===== config.mk =====
export PLATFORM = sky130hd
export DESIGN_NAME = uart_score_link_flat
export DESIGN_NICKNAME = d
export VERILOG_FILES = /design/src/rtl/uart_score_link_if.sv /design/src/rtl/uart_score_link.sv /design/src/flat_wrapper.sv
export SDC_FILE = /design/constraint.sdc
export NUM_CORES = 1
export LEC_CHECK = 0
export ABC_AREA = 1
export BUFFER_PORTS_ARGS = -buffer_cell sky130_fd_sc_hd__buf_4
export CORE_MARGIN = 8
export CORE_UTILIZATION = 45
export DETAILED_ROUTE_END_ITERATION = 12
export PLACE_DENSITY = 0.76
export SLEW_MARGIN = 20
export SYNTH_ARGS = -nofsm -noshare
export SYNTH_HDL_FRONTEND = slang
export SYNTH_SLANG_ARGS = --single-unit

===== constraint.sdc =====
create_clock -name pclk -period 1.5 [get_ports pclk]
set_input_delay 0.225 -clock pclk [delete_from_list [all_inputs] [get_ports pclk]]
set_output_delay 0.225 -clock pclk [all_outputs]
set_load 0.03 [all_outputs]

===== src/rtl/uart_score_link_if.sv =====
// rtl/uart_score_link_if.sv - serial pins and game-event signals of uart_score_link
interface uart_score_link_if;
  logic       rx;
  logic       tx;
  logic       send_start;
  logic       send_score;
  logic [6:0] my_score;
  logic       uart_start;
  logic [6:0] op_score;
  logic       op_score_valid;
  logic       tx_busy;
  logic       frame_err;

  modport master (
    output rx, send_start, send_score, my_score,
    input  tx, uart_start, op_score, op_score_valid, tx_busy, frame_err
  );

  modport slave (
    input  rx, send_start, send_score, my_score,
    output tx, uart_start, op_score, op_score_valid, tx_busy, frame_err
  );
endinterface


===== src/rtl/uart_score_link.sv =====
// rtl/uart_score_link.sv - START/score packet link over a UART pin pair; UART_PARITY_EN selects 8E1 framing
module uart_score_link #(
  parameter int CLK_HZ = 75_000_000,
  parameter int BAUD   = 115_200,
  parameter int OVS    = 16
) (
  input  logic             pclk,
  input  logic             rst,
  uart_score_link_if.slave link
);
  localparam int DIV = CLK_HZ / (BAUD * OVS);
  localparam int DW  = (DIV > 1) ? $clog2(DIV) : 1;
  localparam int OW  = (OVS > 1) ? $clog2(OVS) : 1;
  localparam logic [7:0] HDR_START = 8'h81;
  localparam logic [7:0] HDR_SCORE = 8'h82;
  localparam logic [6:0] SCORE_MAX = 7'd99;

  typedef enum logic [2:0] {T_IDLE, T_START, T_DATA, T_PAR, T_STOP} tx_state_t;
  typedef enum logic [2:0] {R_IDLE, R_START, R_DATA, R_PAR, R_STOP, R_WAIT} rx_state_t;

`ifdef UART_PARITY_EN
  localparam tx_state_t TX_AFTER_DATA = T_PAR;
  localparam rx_state_t RX_AFTER_DATA = R_PAR;
`else
  localparam tx_state_t TX_AFTER_DATA = T_STOP;
  localparam rx_state_t RX_AFTER_DATA = R_STOP;
`endif

  logic          tick;
  logic [DW-1:0] div_cnt;

  assign tick = (div_cnt == DW'(DIV - 1));

  // Baud-tick divider shared by both directions
  always_ff @(posedge pclk) begin
    if (rst || tick) div_cnt <= '0;
    else             div_cnt <= div_cnt + 1'b1;
  end

  tx_state_t     tx_state, tx_next;
  logic [OW-1:0] tx_ovs;
  logic          tx_bit_end;
  logic [2:0]    tx_bit;
  logic [7:0]    tx_shreg, data_hold;
  logic [6:0]    score_hold;
  logic          start_pend, score_pend, data_pend;
  logic          take_start, take_score, take_data;
  logic          tx_par;
  logic          tx_line;

  // Free-running bit timer: bytes only launch on its boundary, so requests close together are arbitrated
  assign tx_bit_end = tick && (tx_ovs == OW'(OVS - 1));

  // TX state register
  always_ff @(posedge pclk) begin
    if (rst) tx_state <= T_IDLE;
    else     tx_state <= tx_next;
  end

  // TX next state: score data byte follows its header, then START beats SCORE
  always_comb begin
    tx_next    = tx_state;
    take_start = 1'b0;
    take_score = 1'b0;
    take_data  = 1'b0;
    case (tx_state)
      T_IDLE, T_STOP: begin
        if (tx_bit_end) begin
          if (data_pend)       begin take_data  = 1'b1; tx_next = T_START; end
          else if (start_pend) begin take_start = 1'b1; tx_next = T_START; end
          else if (score_pend) begin take_score = 1'b1; tx_next = T_START; end
          else                 tx_next = T_IDLE;
        end
      end
      T_START: if (tx_bit_end) tx_next = T_DATA;
      T_DATA:  if (tx_bit_end && tx_bit == 3'd7) tx_next = TX_AFTER_DATA;
`ifdef UART_PARITY_EN
      T_PAR:   if (tx_bit_end) tx_next = T_STOP;
`endif
      default: tx_next = T_IDLE;
    endcase
  end

  // TX request flags, score capture, bit timer, shift register and running parity
  always_ff @(posedge pclk) begin
    if (rst) begin
      start_pend <= 1'b0;
      score_pend <= 1'b0;
      data_pend  <= 1'b0;
      score_hold <= '0;
      data_hold  <= '0;
      tx_shreg   <= '0;
      tx_bit     <= '0;
      tx_ovs     <= '0;
      tx_par     <= 1'b0;
    end else begin
      start_pend <= (start_pend && !take_start) || link.send_start;
      score_pend <= (score_pend && !take_score) || link.send_score;
      data_pend  <= take_score || (data_pend && !take_data);
      if (link.send_score)
        score_hold <= (link.my_score > SCORE_MAX) ? SCORE_MAX : link.my_score;
      if (tick)
        tx_ovs <= (tx_ovs == OW'(OVS - 1)) ? '0 : tx_ovs + 1'b1;
      if (take_start || take_score || take_data) begin
        tx_bit <= '0;
        tx_par <= 1'b0;
      end else if (tx_state == T_DATA && tx_bit_end) begin
        tx_bit <= tx_bit + 1'b1;
        tx_par <= tx_par ^ tx_shreg[0];
      end
      if (take_start) begin
        tx_shreg <= HDR_START;
      end else if (take_score) begin
        tx_shreg  <= HDR_SCORE;
        data_hold <= {1'b0, score_hold};
      end else if (take_data) begin
        tx_shreg <= data_hold;
      end else if (tx_state == T_DATA && tx_bit_end) begin
        tx_shreg <= {1'b0, tx_shreg[7:1]};
      end
    end
  end

  // Serial line level for the current TX state
  always_comb begin
    tx_line = 1'b1;
    case (tx_state)
      T_START: tx_line = 1'b0;
      T_DATA:  tx_line = tx_shreg[0];
`ifdef UART_PARITY_EN
      T_PAR:   tx_line = tx_par;
`endif
      default: tx_line = 1'b1;
    endcase
  end

  assign link.tx      = tx_line;
  assign link.tx_busy = (tx_state != T_IDLE) || start_pend || score_pend;

  rx_state_t     rx_state, rx_next;
  logic          rx_s1, rx_s2;
  logic [OW-1:0] rx_ovs;
  logic          rx_mid, rx_sample;
  logic [2:0]    rx_bit;
  logic [7:0]    rx_shreg;
  logic          rx_par_ok;
  logic          byte_valid, frame_err_q;

  assign rx_mid    = tick && (rx_ovs == OW'(OVS / 2 - 1));
  assign rx_sample = tick && (rx_ovs == OW'(OVS - 1));

`ifdef UART_PARITY_EN
  logic rx_par;
  assign rx_par_ok = (rx_par == ^rx_shreg);
`else
  assign rx_par_ok = 1'b1;
`endif

  // Two-flop synchronizer on the asynchronous rx pin
  always_ff @(posedge pclk) begin
    if (rst) begin
      rx_s1 <= 1'b1;
      rx_s2 <= 1'b1;
    end else begin
      rx_s1 <= link.rx;
      rx_s2 <= rx_s1;
    end
  end

  // RX state register
  always_ff @(posedge pclk) begin
    if (rst) rx_state <= R_IDLE;
    else     rx_state <= rx_next;
  end

  // RX next state: start bit re-checked at half a bit, then sampling stays at mid-bit
  always_comb begin
    rx_next = rx_state;
    case (rx_state)
      R_IDLE:  if (!rx_s2) rx_next = R_START;
      R_START: if (rx_mid) rx_next = rx_s2 ? R_IDLE : R_DATA;
      R_DATA:  if (rx_sample && rx_bit == 3'd7) rx_next = RX_AFTER_DATA;
`ifdef UART_PARITY_EN
      R_PAR:   if (rx_sample) rx_next = R_STOP;
`endif
      R_STOP:  if (rx_sample) rx_next = (rx_s2 && rx_par_ok) ? R_IDLE : R_WAIT;
      R_WAIT:  if (rx_s2) rx_next = R_IDLE;
      default: rx_next = R_IDLE;
    endcase
  end

  // RX bit timer, shift register and per-byte good/error strobes
  always_ff @(posedge pclk) begin
    if (rst) begin
      rx_ovs      <= '0;
      rx_bit      <= '0;
      rx_shreg    <= '0;
      byte_valid  <= 1'b0;
      frame_err_q <= 1'b0;
`ifdef UART_PARITY_EN
      rx_par      <= 1'b0;
`endif
    end else begin
      byte_valid  <= 1'b0;
      frame_err_q <= 1'b0;
      if (rx_state == R_IDLE || (rx_state == R_START && rx_mid))
        rx_ovs <= '0;
      else if (tick)
        rx_ovs <= (rx_ovs == OW'(OVS - 1)) ? '0 : rx_ovs + 1'b1;
      if (rx_state == R_START) begin
        rx_bit <= '0;
      end else if (rx_state == R_DATA && rx_sample) begin
        rx_bit   <= rx_bit + 1'b1;
        rx_shreg <= {rx_s2, rx_shreg[7:1]};
      end
`ifdef UART_PARITY_EN
      if (rx_state == R_PAR && rx_sample) rx_par <= rx_s2;
`endif
      if (rx_state == R_STOP && rx_sample) begin
        byte_valid  <= rx_s2 && rx_par_ok;
        frame_err_q <= !(rx_s2 && rx_par_ok);
      end
    end
  end

  logic       armed, uart_start_q, op_valid_q;
  logic [6:0] op_score_q;

  // Packet decoder: headers have bit7 set and always resync; data only counts after a SCORE header
  always_ff @(posedge pclk) begin
    if (rst) begin
      armed        <= 1'b0;
      uart_start_q <= 1'b0;
      op_valid_q   <= 1'b0;
      op_score_q   <= '0;
    end else begin
      uart_start_q <= 1'b0;
      if (byte_valid) begin
        if (rx_shreg[7]) begin
          armed <= (rx_shreg == HDR_SCORE);
          if (rx_shreg == HDR_START) begin
            uart_start_q <= 1'b1;
            op_valid_q   <= 1'b0;
          end
        end else if (armed) begin
          op_score_q <= rx_shreg[6:0];
          op_valid_q <= 1'b1;
          armed      <= 1'b0;
        end
      end
    end
  end

  assign link.uart_start     = uart_start_q;
  assign link.op_score       = op_score_q;
  assign link.op_score_valid = op_valid_q;
  assign link.frame_err      = frame_err_q;
endmodule

===== src/flat_wrapper.sv =====
// flat-port wrapper written by rule: the top's interface ports become plain ports
module uart_score_link_flat 
#(
  parameter int CLK_HZ = 75_000_000,
  parameter int BAUD   = 115_200,
  parameter int OVS    = 16
)
  (pclk, rst, link_rx, link_send_start, link_send_score, link_my_score, link_tx, link_uart_start, link_op_score, link_op_score_valid, link_tx_busy, link_frame_err);
  uart_score_link_if link_i ();
  input  logic pclk;
  input  logic rst;
  input wire logic [$bits(link_i.rx)-1:0] link_rx;
  input wire logic [$bits(link_i.send_start)-1:0] link_send_start;
  input wire logic [$bits(link_i.send_score)-1:0] link_send_score;
  input wire logic [$bits(link_i.my_score)-1:0] link_my_score;
  output wire logic [$bits(link_i.tx)-1:0] link_tx;
  output wire logic [$bits(link_i.uart_start)-1:0] link_uart_start;
  output wire logic [$bits(link_i.op_score)-1:0] link_op_score;
  output wire logic [$bits(link_i.op_score_valid)-1:0] link_op_score_valid;
  output wire logic [$bits(link_i.tx_busy)-1:0] link_tx_busy;
  output wire logic [$bits(link_i.frame_err)-1:0] link_frame_err;
  assign link_i.rx = link_rx;
  assign link_i.send_start = link_send_start;
  assign link_i.send_score = link_send_score;
  assign link_i.my_score = link_my_score;
  assign link_tx = link_i.tx;
  assign link_uart_start = link_i.uart_start;
  assign link_op_score = link_i.op_score;
  assign link_op_score_valid = link_i.op_score_valid;
  assign link_tx_busy = link_i.tx_busy;
  assign link_frame_err = link_i.frame_err;
  uart_score_link #(.CLK_HZ(CLK_HZ), .BAUD(BAUD), .OVS(OVS)) u_core (.pclk(pclk), .rst(rst), .link(link_i));
endmodule

==> results.sh <==
export IMPL_fin_skew_ps=9.64
export IMPL_area_delta_synth_final_pct=28.3
export IMPL_fin_crit_sh=1.03
export IMPL_start_util=0.467
export IMPL_hold_buffers=0
export IMPL_crit_path_start_kind="flip-flop"
export IMPL_coreArea_mm2=0.00683
export IMPL_report_final_hold_viol_count=0
export IMPL_max_cap_violations=0
export IMPL_yosysWarnings=0
export IMPL_vias_per_cell=5.12
export IMPL_cts_root_buf="clkbuf_8"
export IMPL_hpwl_mm=4.67
export IMPL_grt_pass1_vias=2818
export IMPL_vdd_ir_drop_worst_v=0.000781
export IMPL_drc_errors=0
export IMPL_slew_viol_final=0
export IMPL_design_area_mm2=0.00410
export IMPL_post_route_min_period_ps=1540
export IMPL_routed_wl_mm=7.18
export IMPL_rows=30
export IMPL_fin_ws_ps=-42.4
export IMPL_ctsHtreeMaxLevel=3
export IMPL_antenna_found_initial=0
export IMPL_wl_per_cell_um=12.6
export IMPL_io_pins=24
export IMPL_clk_pin_slew_ps=70
export IMPL_first_pass_iters=4
export IMPL_clk_path_buf_depth=2
export IMPL_vias=2924
export IMPL_synth_area_leaders="dfxtp_1 (46%), a21oi_1 (7.5%), nand2_1 (7.3%)"
export IMPL_end_kind="flip-flop"
export IMPL_pre_cts_slack_ps=-81.1
export IMPL_grt_usage=0.144
export IMPL_ys_seq_area_frac=0.458
export IMPL_die_width_um=100
export IMPL_worstSkewPairLatency_ps=360
export IMPL_design_die_area_mm2=0.0100
export IMPL_synthCells=417
export IMPL_violations="negative setup slack"
export IMPL_grt_pass1_wl_mm=11.9
export IMPL_fill_cells=585
export IMPL_synth_area_mm2=0.00319
export IMPL_ys_seq_elements=73
export IMPL_fin_util=0.600
export IMPL_worstPathArrival_ps=1830
export IMPL_setup_viol=7
export IMPL_hold_path_class="input pin to flip-flop"
export IMPL_ys_types=32
export IMPL_yosysMostFrequentCell="dfxtp_1"
export IMPL_dpl_cell_area_mm2=0.00357
export IMPL_synth_common_cells="dfxtp_1 (73), nand2_1 (62), nor2_1 (51)"
export IMPL_yosys_area_top_type="dfxtp_1"
export IMPL_grt_max_degree=33
export IMPL_rsz0062_at_grt="true"
export IMPL_power_density_mw_per_mm2=1040
export IMPL_synthArstFlopShare=0
export IMPL_gp_congestion=0.829
export IMPL_drt_iter0_markers=121
export IMPL_required_ps=1780
export IMPL_clock_sinks=73
export IMPL_drive_gt1_frac=0.284
export IMPL_ant_nets=0
export IMPL_max_freq_mhz=648
export IMPL_synth_flop_cell="dfxtp_1"
export IMPL_chipHeight_um=100
export IMPL_syn_nets=436
export IMPL_num_nets_final=489
export IMPL_p_leak_nw=1.79
export IMPL_criticalPathCategory="flip-flop to flip-flop"
export IMPL_yosysTopAreaCellShare=0.458
export IMPL_slew_headroom=0.722
export IMPL_synth_edf_count=0
export IMPL_outcome="finished with violations"
export IMPL_port_buffers=23
export IMPL_cts_tree="built"
export IMPL_cts_made_buffers=9
export IMPL_grt_ovfl_total=0
export IMPL_n_antenna_cell=0
export IMPL_syn_avg_cell_area_um2=7.65
export IMPL_worstMarginPinSlew_ps=414
export IMPL_critPathMaxFanout=5
## worst max-delay path, stage by stage (launching register included)
cell     delay [ps]
dfxtp_1         340
inv_1           120
nand2_1         160
nor2_4           80
o21ai_1         370
nand3_1         230
a21oi_1         180
## layout by cell type, fill, tap and decap left out, types with 3 or more instances in the layout
cell,synthesis,layout
o21ai_2,2,10
nor2_4,3,6
nand2_2,4,11
nand4_1,6,6
xor2_1,3,3
nand2_4,1,3
o21ai_1,6,11
nand3_2,3,6
o211ai_1,3,3
a21oi_1,48,43
o21ai_0,31,19
a21oi_2,1,6
nand3_1,30,26
nor2_1,51,48
buf_6,3,6
nand2_1,62,53
dfxtp_1,73,67
inv_1,47,44
inv_2,5,7
bufinv_16,0,3
nor3_1,6,6
clkbuf_8,0,9
ha_1,7,4
dfxtp_2,0,5
buf_4,0,45
## logic make-up after synthesis
group / after synthesis / synth area share
compound gates: 94 / 0.158
flops: 73 / 0.458
buf+inv: 64 / 0.0831
xor+xnor: 3 / 0.00823
simple gates: 176 / 0.265
fa+ha+maj: 7 / 0.0274
## worst paths after layout
path,cells past startpoint,slack (ps),start,to
worst max-delay path,6,-40,u_core.data_pend$_SDFF_PP0_,u_core.tx_bit[2]$_SDFFE_PP0P_
worst max register to register,6,-40,u_core.data_pend$_SDFF_PP0_,u_core.tx_bit[2]$_SDFFE_PP0P_
worst min-delay path,2,50,link_rx,u_core.rx_s1$_SDFF_PP1_
worst min register to register,1,410,u_core.rx_s1$_SDFF_PP1_,u_core.rx_s2$_SDFF_PP1_
## report_power, final
group	internal (mW)	switching [mW]	leakage [nW]
Combinational	0.139	0.220	1.08
Clock	1.11	0.766	0.117
Sequential	1.98	0.0421	0.595
## flip-flops by register name, indices dropped and copies added (netlist names), 4 cells and up
name	cells
u_core.tx_ovs	4
u_core.rx_ovs	4
u_core.div_cnt	6
u_core.rx_shreg	8
u_core.link.op_score	7
u_core.data_hold	7
u_core.tx_shreg	8
u_core.score_hold	7
## cell type report
| cell class | instances | area [µm²] | area share |
|---|---|---|---|
| Sequential cell | 73 | 1470 | 0.359 |
| Clock buffer | 10 | 128 | 0.0312 |
| Multi-Input combinational cell | 282 | 1640 | 0.400 |
| Clock inverter | 6 | 115 | 0.0281 |
| Inverter | 52 | 198 | 0.0483 |
| Tap cell | 96 | 120 | 0.0293 |
| Timing Repair Buffer | 52 | 425 | 0.104 |
## stage by stage
step                hold WS (ps)  setup TNS [ps]  power, mW  std cells
floorplan                    329               0       2.26        417
global placement             394               0       2.35        543
detailed placement           395            -129       2.36        543
CTS                         45.6               0       4.24        562
global route                54.9           -2150       4.41        571
finish                      50.9            -156       4.26        571
## what timing repair did
action	in CTS	in global routing
endpoints found under the hold margin	0	0
cloned	1	1
resized for setup	16	53
setup endpoints to repair	17	39
buffers inserted	2	8
pin swaps	5	6
## layer usage
layer | up-vias | global-route usage | wire length (µm)
met3 | 18 | 0.0505 | 322
met5 | - | 0 | 0
met4 | 0 | 0.0581 | 171
li1 | 1481 | - | -
met2 | 73 | 0.246 | 3580
met1 | 1352 | 0.159 | 3110
No activity file was read; power rests on OpenSTA's default activity.
